==> src/rtl/call_push_sequencer_pkg.sv <==
// Shared types and defaults for the CALL push sequencer: FSM state encoding,
// push/flush lengths and the default datapath widths.
package call_seq_pkg;

  localparam int DEF_PC_W   = 32;
  localparam int DEF_DATA_W = 16;
  localparam int DEF_ADDR_W = 20;

  // Return PC occupies two stack words; the front-end is squashed for two cycles.
  localparam int PUSH_WORDS   = 2;
  localparam int FLUSH_CYCLES = 2;

  typedef enum logic [2:0] {
    IDLE,
    PUSH_HI,
    PUSH_LO,
    JUMP,
    FLUSH1,
    FLUSH2,
    FAULT
  } state_t;

endpackage

==> src/rtl/call_push_sequencer.sv <==
// Multi-cycle CALL sequencer: pushes the return PC as two stack words, commits SP,
// loads the target PC and flushes the front-end. Optional macro STACK_OVERFLOW_CHECK_EN.
module call_push_sequencer
  import call_seq_pkg::*;
#(
  parameter int PC_W   = DEF_PC_W,    // must equal 2*DATA_W
  parameter int DATA_W = DEF_DATA_W,
  parameter int ADDR_W = DEF_ADDR_W
) (
  input  logic              clk,
  input  logic              rst_n,
  input  logic              call_req,
  input  logic [PC_W-1:0]   ret_pc,
  input  logic [PC_W-1:0]   target_pc,
  input  logic [ADDR_W-1:0] sp_in,
  input  logic              mem_ready,
  output logic              mem_we,
  output logic [ADDR_W-1:0] mem_addr,
  output logic [DATA_W-1:0] mem_wdata,
  output logic              sp_we,
  output logic [ADDR_W-1:0] sp_next,
  output logic              pc_load,
  output logic [PC_W-1:0]   pc_load_val,
  output logic              stall,
  output logic              flush,
  output logic              busy
`ifdef STACK_OVERFLOW_CHECK_EN
  ,
  output logic              stack_fault
`endif
);

  state_t              state;
  // Only the low half of the return PC is needed after the first push cycle.
  logic [DATA_W-1:0]   ret_lo_l;
  logic [PC_W-1:0]     target_pc_l;
  logic [ADDR_W-1:0]   sp_l;

  // Every output is a register updated together with the state, so each output
  // reflects the state being entered; nothing here is combinational.
  // NOTE: async reset clears every register, outputs included, the moment rst_n
  // falls; all state updates use non-blocking assignments.
  always_ff @(posedge clk or negedge rst_n) begin
    if (!rst_n) begin
      state       <= IDLE;
      ret_lo_l    <= '0;
      target_pc_l <= '0;
      sp_l        <= '0;
      mem_we      <= 1'b0;
      mem_addr    <= '0;
      mem_wdata   <= '0;
      sp_we       <= 1'b0;
      sp_next     <= '0;
      pc_load     <= 1'b0;
      pc_load_val <= '0;
      stall       <= 1'b0;
      flush       <= 1'b0;
      busy        <= 1'b0;
`ifdef STACK_OVERFLOW_CHECK_EN
      stack_fault <= 1'b0;
`endif
    end else begin
      case (state)
        IDLE: begin
          if (call_req) begin
            ret_lo_l    <= ret_pc[DATA_W-1:0];
            target_pc_l <= target_pc;
            sp_l        <= sp_in;
            stall       <= 1'b1;
            busy        <= 1'b1;
`ifdef STACK_OVERFLOW_CHECK_EN
            if (sp_in < ADDR_W'(PUSH_WORDS)) begin
              state       <= FAULT;
              stack_fault <= 1'b1;
            end else begin
`endif
              // Latches load on this same edge, so the first word comes from the inputs.
              state     <= PUSH_HI;
              mem_we    <= 1'b1;
              mem_addr  <= sp_in;
              mem_wdata <= ret_pc[PC_W-1 -: DATA_W];
`ifdef STACK_OVERFLOW_CHECK_EN
            end
`endif
          end
        end

        PUSH_HI: begin
          if (mem_ready) begin
            state     <= PUSH_LO;
            mem_addr  <= sp_l - ADDR_W'(1);
            mem_wdata <= ret_lo_l;
          end
        end

        PUSH_LO: begin
          if (mem_ready) begin
            state       <= JUMP;
            mem_we      <= 1'b0;
            mem_addr    <= '0;
            mem_wdata   <= '0;
            sp_we       <= 1'b1;
            sp_next     <= sp_l - ADDR_W'(PUSH_WORDS);
            pc_load     <= 1'b1;
            pc_load_val <= target_pc_l;
          end
        end

        JUMP: begin
          state       <= FLUSH1;
          sp_we       <= 1'b0;
          sp_next     <= '0;
          pc_load     <= 1'b0;
          pc_load_val <= '0;
          flush       <= 1'b1;
        end

        FLUSH1: begin
          state <= FLUSH2;
        end

        FLUSH2: begin
          state <= IDLE;
          flush <= 1'b0;
          stall <= 1'b0;
          busy  <= 1'b0;
        end

`ifdef STACK_OVERFLOW_CHECK_EN
        FAULT: begin
          // Sticky until reset: the core stays stalled with the fault flagged.
          state <= FAULT;
        end
`endif

        default: begin
          state       <= IDLE;
          mem_we      <= 1'b0;
          mem_addr    <= '0;
          mem_wdata   <= '0;
          sp_we       <= 1'b0;
          sp_next     <= '0;
          pc_load     <= 1'b0;
          pc_load_val <= '0;
          stall       <= 1'b0;
          flush       <= 1'b0;
          busy        <= 1'b0;
        end
      endcase
    end
  end

endmodule

==> config.mk <==
export PLATFORM = sky130hd
export DESIGN_NAME = call_push_sequencer
export DESIGN_NICKNAME = d
export VERILOG_FILES = /design/src/rtl/call_push_sequencer_pkg.sv /design/src/rtl/call_push_sequencer.sv
export SDC_FILE = /design/constraint.sdc
export NUM_CORES = 1
export LEC_CHECK = 0
export CORE_MARGIN = 4
export CORE_UTILIZATION = 49
export DETAILED_ROUTE_END_ITERATION = 12
export GPL_ROUTABILITY_DRIVEN = 1
export PLACE_DENSITY = 0.8
export RECOVER_POWER = 25
export SYNTH_ARGS = -nofsm -noshare
export SYNTH_HDL_FRONTEND = slang
export SYNTH_SLANG_ARGS = --single-unit
==> constraint.sdc <==
create_clock -name clk -period 3.25 [get_ports clk]
set_clock_uncertainty 0.05 [all_clocks]
set_input_delay 0.65 -clock clk [delete_from_list [all_inputs] [get_ports clk]]
set_output_delay 0.65 -clock clk [all_outputs]
set_load 0.01 [all_outputs]
======== Yosys cells after proc, flatten, opt, wreduce, memory -nomap -nowiden ========
Cells that the tools add are included.
operators by class
  $add $sub $neg .......................... 2
  equal/unequal tests ..................... 8
  mux-type cells .......................... 23
  bitwise logic cells ..................... 4
  reduce and logical (&&, ||, !) cells .... 12
operators with widths
  cell                   count
  $mux 20                4
  $pmux 20 s4            1
  $pmux 16 s4            1
  $pmux 32 s2            1
  $mux 16                3
  $pmux 20 s2            1
  $mux 32                1
  $sub 20x1->20 const B  1
  $sub 20x2->20 const B  1
  $reduce_or 4->1        4
  $pmux 3 s5             1
  $mux 3                 3
  $eq 3x2->1 const B     2
  $eq 3x3->1 const B     2
  $ne 2x2->1 const B     3
  $pmux 1 s2             3
  $reduce_and 2->1       3
  $reduce_and 3->1       2
  $not 1->1              4
  $reduce_and 4->1       1
  $eq 3x1->1 const B     1
  $logic_not 3->1        1
  $mux 1                 3
  $pmux 1 s3             1
  $reduce_or 3->1        1
storage, ports and cells
  register bits ........................... 163
  input bits .............................. 88
  output and inout port bits .............. 94
  word-level logic and storage cells ...... 61

======== Logic depth before layout (Yosys ltp) ========
Gate-level depths: netlist (run 1).
  depth in word-level cells ............... 4
  gate-level depth with buffers ........... 8
  mapped depth without buffers ............ 7

======== Worst setup path before layout (run 1) ========
No wires, ideal clock.
  kind .................................... register to register
  start ................................... register sp_l[2]
  end ..................................... register mem_addr[13]
  setup time .............................. 0.084 ns
  data arrival time ....................... 2.127 ns
  data required time ...................... 3.116 ns
  setup slack ............................. 0.989 ns
  cell stages (with the launch flop) ...... 8
  path buffers ............................ 0
  clock period less this slack ............ 2.261 ns
  cells stage by stage .................... dfrtp_1 > inv_1 > ha_1 > or3b_4 > nor4b_4 > nand3_2 > or3_1 > a41oi_2
on the way
  cells in the longest elaborated chain, start to end .. 3
RTL lines
  what                    RTL line                   text
  from (decl)             call_push_sequencer.sv:37  logic [ADDR_W-1:0] sp_l;
  from (signal assigned)  call_push_sequencer.sv:68  sp_l <= sp_in;
  $sub 20x1->20           call_push_sequencer.sv:91  mem_addr <= sp_l - ADDR_W'(1);
  $mux 20                 call_push_sequencer.sv:89  if (mem_ready) begin
  $pmux 20 s4             call_push_sequencer.sv:63  case (state)
  to (signal assigned)    call_push_sequencer.sv:80  mem_addr <= sp_in;
  to (signal assigned)    call_push_sequencer.sv:91
  to (decl)               call_push_sequencer.sv:18  output logic [ADDR_W-1:0] mem_addr,
No other way between the ends. The select of a mux whose other input is x is not followed.
A chain may end at the register's enable or synchronous reset.

======== Worst setup path in the final report (run 1) ========
  start ................................... register sp_l[1]
  end ..................................... register mem_addr[13]
Same word-level chain as after synthesis.

==> impl_metrics.env, run 1 <==
export IMPL_outcome="complete, but fails checks"
export IMPL_failing_checks="capacitance limit, slew limit"
export IMPL_critical_path_top_delay_family="simple AND/OR/NAND/NOR gates"
export IMPL_grt_pass1_vias=5954
export IMPL_detailed_place_hpwl_mm=12.5
export IMPL_max_slew_margin=-0.134
export IMPL_max_cap_viol_count=1
export IMPL_synth_top_area_cells="sky130_fd_sc_hd__dfrtp_1, sky130_fd_sc_hd__nand2_1, sky130_fd_sc_hd__a22o_1, sky130_fd_sc_hd__a22oi_1, sky130_fd_sc_hd__xnor2_1"
export IMPL_fin_setup_tns_ns=0
export IMPL_synth_compound_area_frac=0.136
export IMPL_filler_cell_count=1083
export IMPL_synthMuxAreaShare=0.00304
export IMPL_detailedPlace_worstSlack_ns=0.757
export IMPL_sequential_cell_area_um2=4080
export IMPL_critical_path_n_buffers_inverters=1
export IMPL_numPortBuffers=181
export IMPL_irDropWorstVdd_mv=0.496
export IMPL_finalCoreUtilization=0.688
export IMPL_routed_wire_length_per_instance_um=16.9
export IMPL_standard_cell_rows=43
export IMPL_final_min_period_over_clock_period=0.787
export IMPL_route_detailed_vias_per_inst=5.46
export IMPL_syn_nets=824
export IMPL_ctsLongestPathBuffers=2
export IMPL_first_pass_iters=4
export IMPL_yosys_area_share_simple=0.199
export IMPL_wl_mm=18.3
export IMPL_synth_xor_area_share=0.0388
export IMPL_postSynth_asyncResetShare=1.00
export IMPL_antenna_found_initial=0
export IMPL_global_route_overflow_total=0
export IMPL_diodes=0
export IMPL_floorplan_die_width_um=128
export IMPL_grtUsageTotal=0.233
export IMPL_worstPathCellList="inv_1, ha_1, or3b_4, nor4b_4, nand3_2, or3_1, a41oi_2"
export IMPL_synth_cells_most_frequent="sky130_fd_sc_hd__nand2_1, sky130_fd_sc_hd__dfrtp_1, sky130_fd_sc_hd__clkbuf_1"
export IMPL_critical_path_max_stage_delay_ns=0.55
export IMPL_synth_yosys_warnings=0
export IMPL_timing_final_max_slew_violations=67
export IMPL_synth_enable_flop_cells=0
export IMPL_hold_path_class="flip-flop to flip-flop"
export IMPL_worst_setup_path_start_kind="flip-flop"
export IMPL_grt_max_degree=68
export IMPL_area_delta_synth_final_pct=36.9
export IMPL_power_density_nw_per_um2=1020
export IMPL_die_y_um=128
export IMPL_crit_required_ns=3.54
export IMPL_ctsRootBufferMaster="sky130_fd_sc_hd__clkbuf_16"
export IMPL_max_freq_mhz=391
export IMPL_synthAdderAreaFrac=0.00357
export IMPL_clock_sink_count=163
export IMPL_synthFlopType="sky130_fd_sc_hd__dfrtp_1"
export IMPL_area_share_of_the_largest_cell_type_after_synthesis=0.582
export IMPL_clk_pin_slew_worst_paths_ns=0.06
export IMPL_grt_setup_unrepaired="false"
export IMPL_io_pin_count=182
export IMPL_htree_levels=4
export IMPL_core_area_um2=13900
export IMPL_synth_seq_area_share=0.582
export IMPL_timing_hold_violations_final=0
export IMPL_multiInputGateArea_um2=2710
export IMPL_routed_via_count=5911
export IMPL_critPathCaptureType="flip-flop"
export IMPL_flip_flop_and_latch_count_after_synthesis=163
export IMPL_initial_core_util=0.503
export IMPL_route_detailed_drc=0
export IMPL_critical_path_slowest_cell="sky130_fd_sc_hd__nor4b_4"
export IMPL_drive_gt1_frac=0.0654
export IMPL_die_area_um2=16300
export IMPL_cts_hold_repair_buffers=0
export IMPL_drtAntennaViolNets=0
export IMPL_setup_violations_final=0
export IMPL_worst_pin_slew_ns=1.70
export IMPL_cts_inserted_buffers=17
export IMPL_postLayoutSetupSlackWorst_ns=0.694
export IMPL_drt_iter0_markers=386
export IMPL_finalNetCount=982
export IMPL_post_cts_buffers=0
export IMPL_postSynthCellCount=734
export IMPL_r2r_setup_slack_ns=0.69
export IMPL_synth_area_leader_cell="sky130_fd_sc_hd__dfrtp_1"
export IMPL_total_leakage_power_nw=4.29
export IMPL_clk_insertion_delay_late_ns=0.41
export IMPL_cts_tree="done"
export IMPL_finalWorstPathRequiredPeriod_ns=2.56
export IMPL_timing_setup_critical_path_class="flip-flop to flip-flop"
export IMPL_cp_arrival_ns=2.84
export IMPL_grt_pass1_wl_mm=30.2
export IMPL_syn_area_per_cell_um2=9.54
export IMPL_synth_distinct_cells=47
export IMPL_mappedNetlistArea_um2=7000
export IMPL_report_power_total_w=0.00980
export IMPL_synth_top_family_by_area="simple AND/OR/NAND/NOR gates"
export IMPL_place_gp_congestion=0.898
export IMPL_yosysMostFrequentCell="sky130_fd_sc_hd__nand2_1"
export IMPL_cts_resized=0
export IMPL_worstPathMaxFanout=8
cells in the final DEF (no fill, tap or decap), types with 15 or more instances in the layout:
cell type	n
sky130_fd_sc_hd__nor2_1	49
sky130_fd_sc_hd__nand2_1	238
sky130_fd_sc_hd__clkbuf_16	17
sky130_fd_sc_hd__xnor2_1	22
sky130_fd_sc_hd__o21ai_1	15
sky130_fd_sc_hd__dfrtp_1	163
sky130_fd_sc_hd__a22oi_1	30
sky130_fd_sc_hd__a22o_1	32
sky130_fd_sc_hd__a21oi_1	37
sky130_fd_sc_hd__clkdlybuf4s50_1	180
sky130_fd_sc_hd__o21ai_0	15
report_power, final:
part | leakage [nW] | switching (W) | internal, W
Combinational | 1.95 | 0.00213 | 0.00198
Sequential | 2.05 | 0.000791 | 0.00294
Clock | 0.288 | 0.000739 | 0.00122
Total | 4.29 | 0.00366 | 0.00614
logic make-up (layout without fill, tap and decap cells):
kind of cell	count (synthesis)	in the layout
AOI/OAI and AO/OA	142	142
and+or+nand+nor	330	330
DFF	163	163
muxes	2	2
xor gates and xnor gates	31	31
adders and majority gates	2	2
buffers and inverters	64	232
final timing paths:
kind,startpoint,end,depth (start not counted)
max,sp_l[1]$_DFFE_PN0P_,mem_addr[13]$_DFFE_PN0P_,7
min,ret_lo_l[13]$_DFFE_PN0P_,ret_lo_l[13]$_DFFE_PN0P_,2
max reg2reg,sp_l[1]$_DFFE_PN0P_,mem_addr[13]$_DFFE_PN0P_,7
min reg2reg,ret_lo_l[13]$_DFFE_PN0P_,ret_lo_l[13]$_DFFE_PN0P_,2
max in group asynchronous,rst_n,target_pc_l[27]$_DFFE_PN0P_,2
min in group asynchronous,rst_n,sp_next[10]$_DFFE_PN0P_,1
sequential cells by signal (all words and copies together) (netlist names), 3 cells and up:
| signal | count |
|---|---|
| pc_load_val | 32 |
| ret_lo_l | 16 |
| mem_wdata | 16 |
| sp_l | 20 |
| mem_addr | 20 |
| state | 3 |
| sp_next | 20 |
| target_pc_l | 32 |
stage by stage:
step	cell area, um2	std cells	hold WS, ns
3_5_place_dp	9020	1053	0.413
5_1_grt	9580	1082	0.442
4_1_cts	9590	1082	0.199
3_3_place_gp	9020	1053	0.407
2_1_floorplan	7000	734	0.304
6_report	9580	1082	0.422
area by class of cell:
cell class | count | share of cell area
flip-flops and latches | 163 | 0.426
inverters | 6 | 0.00235
clock buffers | 24 | 0.0523
multi-input cells | 507 | 0.283
well taps | 180 | 0.0235
repair buffers | 197 | 0.206
clock inverters | 5 | 0.00783
per-layer routing:
metal,global-route usage,up-vias,share of wire
met5,0,-,0
met4,0.0972,0,0.026
met3,0.0577,39,0.071
met2,0.361,250,0.47
met1,0.315,2858,0.43
li1,-,2764,-
worst min-delay path: cells and delay by family, from the launching register on:
kind / cells / cell delay [ns]
flip-flops: 1 / 0.34
AND/OR/NAND/NOR: 2 / 0.10
Power figures use the tool's default switching activity.
==> run 2: changes to the inputs <==
CORE_UTILIZATION = 44   (was 49)
PLACE_DENSITY = 0.76   (was 0.8)
clock period = 2.3 ns   (was 3.25 ns; I/O delays follow)
==> run 2 against run 1 <==
The flow now finishes without violations. Clock-buffer cell count is 4 lower. Wire length rose by 1.5%. Largest power group unchanged. Die area up 11%. Register-to-register slack got worse by 0.56 ns.
==> impl_metrics.env, run 2 (synthesis gave the netlist of run 1 again) <==
export IMPL_drtAntennaViolNets=0
export IMPL_groute_layer_met2_usage=0.332
export IMPL_io_pin_count=182
export IMPL_cp_arrival_ns=2.45
export IMPL_wl_mm=18.6
export IMPL_fin_hold_ws_ns=0.425
export IMPL_critical_path_slowest_cell="sky130_fd_sc_hd__or3b_4"
export IMPL_die_y_um=134
export IMPL_routed_wire_length_per_instance_um=16.4
export IMPL_finalNetCount=1001
export IMPL_routed_via_count=5750
export IMPL_max_slew_margin=0.351
export IMPL_critPathCaptureType="flip-flop"
export IMPL_standard_cell_rows=45
export IMPL_max_freq_mhz=463
export IMPL_total_leakage_power_nw=4.38
export IMPL_htree_levels=4
export IMPL_filler_cell_count=1288
export IMPL_setup_violations_final=0
export IMPL_clk_insertion_delay_late_ns=0.42
export IMPL_route_detailed_drc=0
export IMPL_floorplan_die_width_um=134
export IMPL_grt_use_met1=0.288
export IMPL_grt_met3_usage=0.0641
export IMPL_area_delta_synth_final_pct=39.6
export IMPL_post_cts_buffers=0
export IMPL_drt_iter0_markers=316
export IMPL_detailed_place_hpwl_mm=13.1
export IMPL_grtUsageTotal=0.213
export IMPL_route_detailed_vias_per_inst=5.07
export IMPL_grt_busiest_layer="met2"
export IMPL_final_min_period_over_clock_period=0.940
export IMPL_antenna_found_initial=0
export IMPL_grt_pass1_wl_mm=30.1
export IMPL_postLayoutSetupSlackWorst_ns=0.138
export IMPL_ctsLongestPathBuffers=2
export IMPL_worstPathCellList="inv_1, ha_1, or3b_4, nor4b_4, nand3_2, or3_1, a41oi_2"
export IMPL_global_route_overflow_total=0
export IMPL_place_gp_congestion=0.914
export IMPL_finalCoreUtilization=0.636
export IMPL_grt_pass1_vias=5837
export IMPL_max_cap_viol_count=0
export IMPL_timing_setup_critical_path_class="flip-flop to flip-flop"
export IMPL_crit_required_ns=2.59
export IMPL_timing_hold_violations_final=0
export IMPL_worst_pin_slew_ns=0.973
export IMPL_detailedPlace_worstSlack_ns=-0.0167
export IMPL_diodes=0
export IMPL_ctsRootBufferMaster="sky130_fd_sc_hd__clkbuf_16"
export IMPL_area_after_detailed_placement_um2=9200
export IMPL_grt_max_degree=56
export IMPL_die_area_um2=18000
export IMPL_irDropWorstVdd_mv=0.674
export IMPL_layout_top_registers="pc_load_val x32, target_pc_l x32"
export IMPL_outcome="complete, no violations"
export IMPL_cts_inserted_buffers=17
export IMPL_initial_core_util=0.456
export IMPL_final_design_area_no_fill_um2=9780
export IMPL_critical_path_max_stage_delay_ns=0.40
export IMPL_mostFrequentLayoutCells="sky130_fd_sc_hd__nand2_1, sky130_fd_sc_hd__clkdlybuf4s50_1, sky130_fd_sc_hd__dfrtp_1"
export IMPL_hold_path_class="flip-flop to flip-flop"
export IMPL_finalWorstPathRequiredPeriod_ns=2.16
export IMPL_worstPathMaxFanout=6
export IMPL_timing_final_max_slew_violations=0
export IMPL_first_pass_iters=5
export IMPL_cts_tree="done"
export IMPL_leading_cell_type_in_the_layout_fill_and_taps_excluded="sky130_fd_sc_hd__nand2_1"
export IMPL_worst_setup_path_start_kind="flip-flop"
export IMPL_clk_pin_slew_worst_paths_ns=0.06
export IMPL_power_density_nw_per_um2=1430
export IMPL_drive_gt1_frac=0.0867
export IMPL_core_area_um2=15400
export IMPL_clock_sink_count=163
export IMPL_fin_setup_tns_ns=0
export IMPL_grt_setup_unrepaired="false"
export IMPL_numPortBuffers=181
[run 2: cell count changes in the layout (fill, tap and decap cells not counted), moves of 3 or more]
| cell | change |
|---|---|
| sky130_fd_sc_hd__inv_6 | +3 |
| sky130_fd_sc_hd__buf_4 | +17 |
| sky130_fd_sc_hd__clkinvlp_4 | +3 |
| sky130_fd_sc_hd__clkbuf_8 | -4 |
[run 2: path summary, 6_finish.rpt]
| kind | start | endpoint | slack (ns) | cells after the start |
|---|---|---|---|---|
| worst min register to register | target_pc_l[28]$_DFFE_PN0P_ | target_pc_l[28]$_DFFE_PN0P_ | 0.42 | 2 |
| min in group asynchronous | rst_n | target_pc_l[22]$_DFFE_PN0P_ | 0.69 | 2 |
| worst min-delay path | target_pc_l[28]$_DFFE_PN0P_ | target_pc_l[28]$_DFFE_PN0P_ | 0.42 | 2 |
| worst max register to register | sp_l[1]$_DFFE_PN0P_ | mem_addr[13]$_DFFE_PN0P_ | 0.14 | 7 |
| max in group asynchronous | rst_n | pc_load_val[10]$_DFFE_PN0P_ | 0.49 | 3 |
| worst max-delay path | sp_l[1]$_DFFE_PN0P_ | mem_addr[13]$_DFFE_PN0P_ | 0.14 | 7 |
[run 2: routing by layer]
metal | vias to the layer above | wire (um)
met3 | 21 | 1300
met4 | 0 | 287
met5 | - | 0
li1 | 2814 | -
met2 | 169 | 8880
met1 | 2746 | 8130
[run 2: power by group]
part / switching (W) / leakage, nW / total [W] / internal [W]
sequential: 0.00104 / 2.05 / 0.00520 / 0.00416
clock: 0.00114 / 0.273 / 0.00277 / 0.00163
combinational: 0.00307 / 2.06 / 0.00602 / 0.00295
total: 0.00526 / 4.38 / 0.0140 / 0.00873
[run 2: repair_timing]
action / 4_1_cts / 5_1_grt
resized for setup: 0 / 0
hold buffers: 1 / 0
endpoints found under the hold margin: 34 / 0
[run 2: stage by stage]
step	total power [W]	cells
floorplan	0.00839	734
global placement	0.0111	1102
detailed placement	0.0113	1102
CTS	0.0141	1134
global route	0.0150	1134
finish	0.0140	1134
[run 2: final cells by class]
type | count | area (um2) | area share
clock buffer | 20 | 447 | 0.0457
clock inverter | 11 | 128 | 0.0131
inverter | 6 | 22.5 | 0.00230
multi-input combinational | 507 | 2710 | 0.277
sequential | 163 | 4080 | 0.417
tap | 211 | 264 | 0.0270
timing repair buffer | 216 | 2130 | 0.218
[run 2: worst max-delay path, delay by kind of cell, from the launching register on]
family	cells	cell delay, ns
buf+inv	1	0.15
simple gates	4	1.15
fa+ha+maj	1	0.19
compound gates	1	0.17
flops	1	0.38
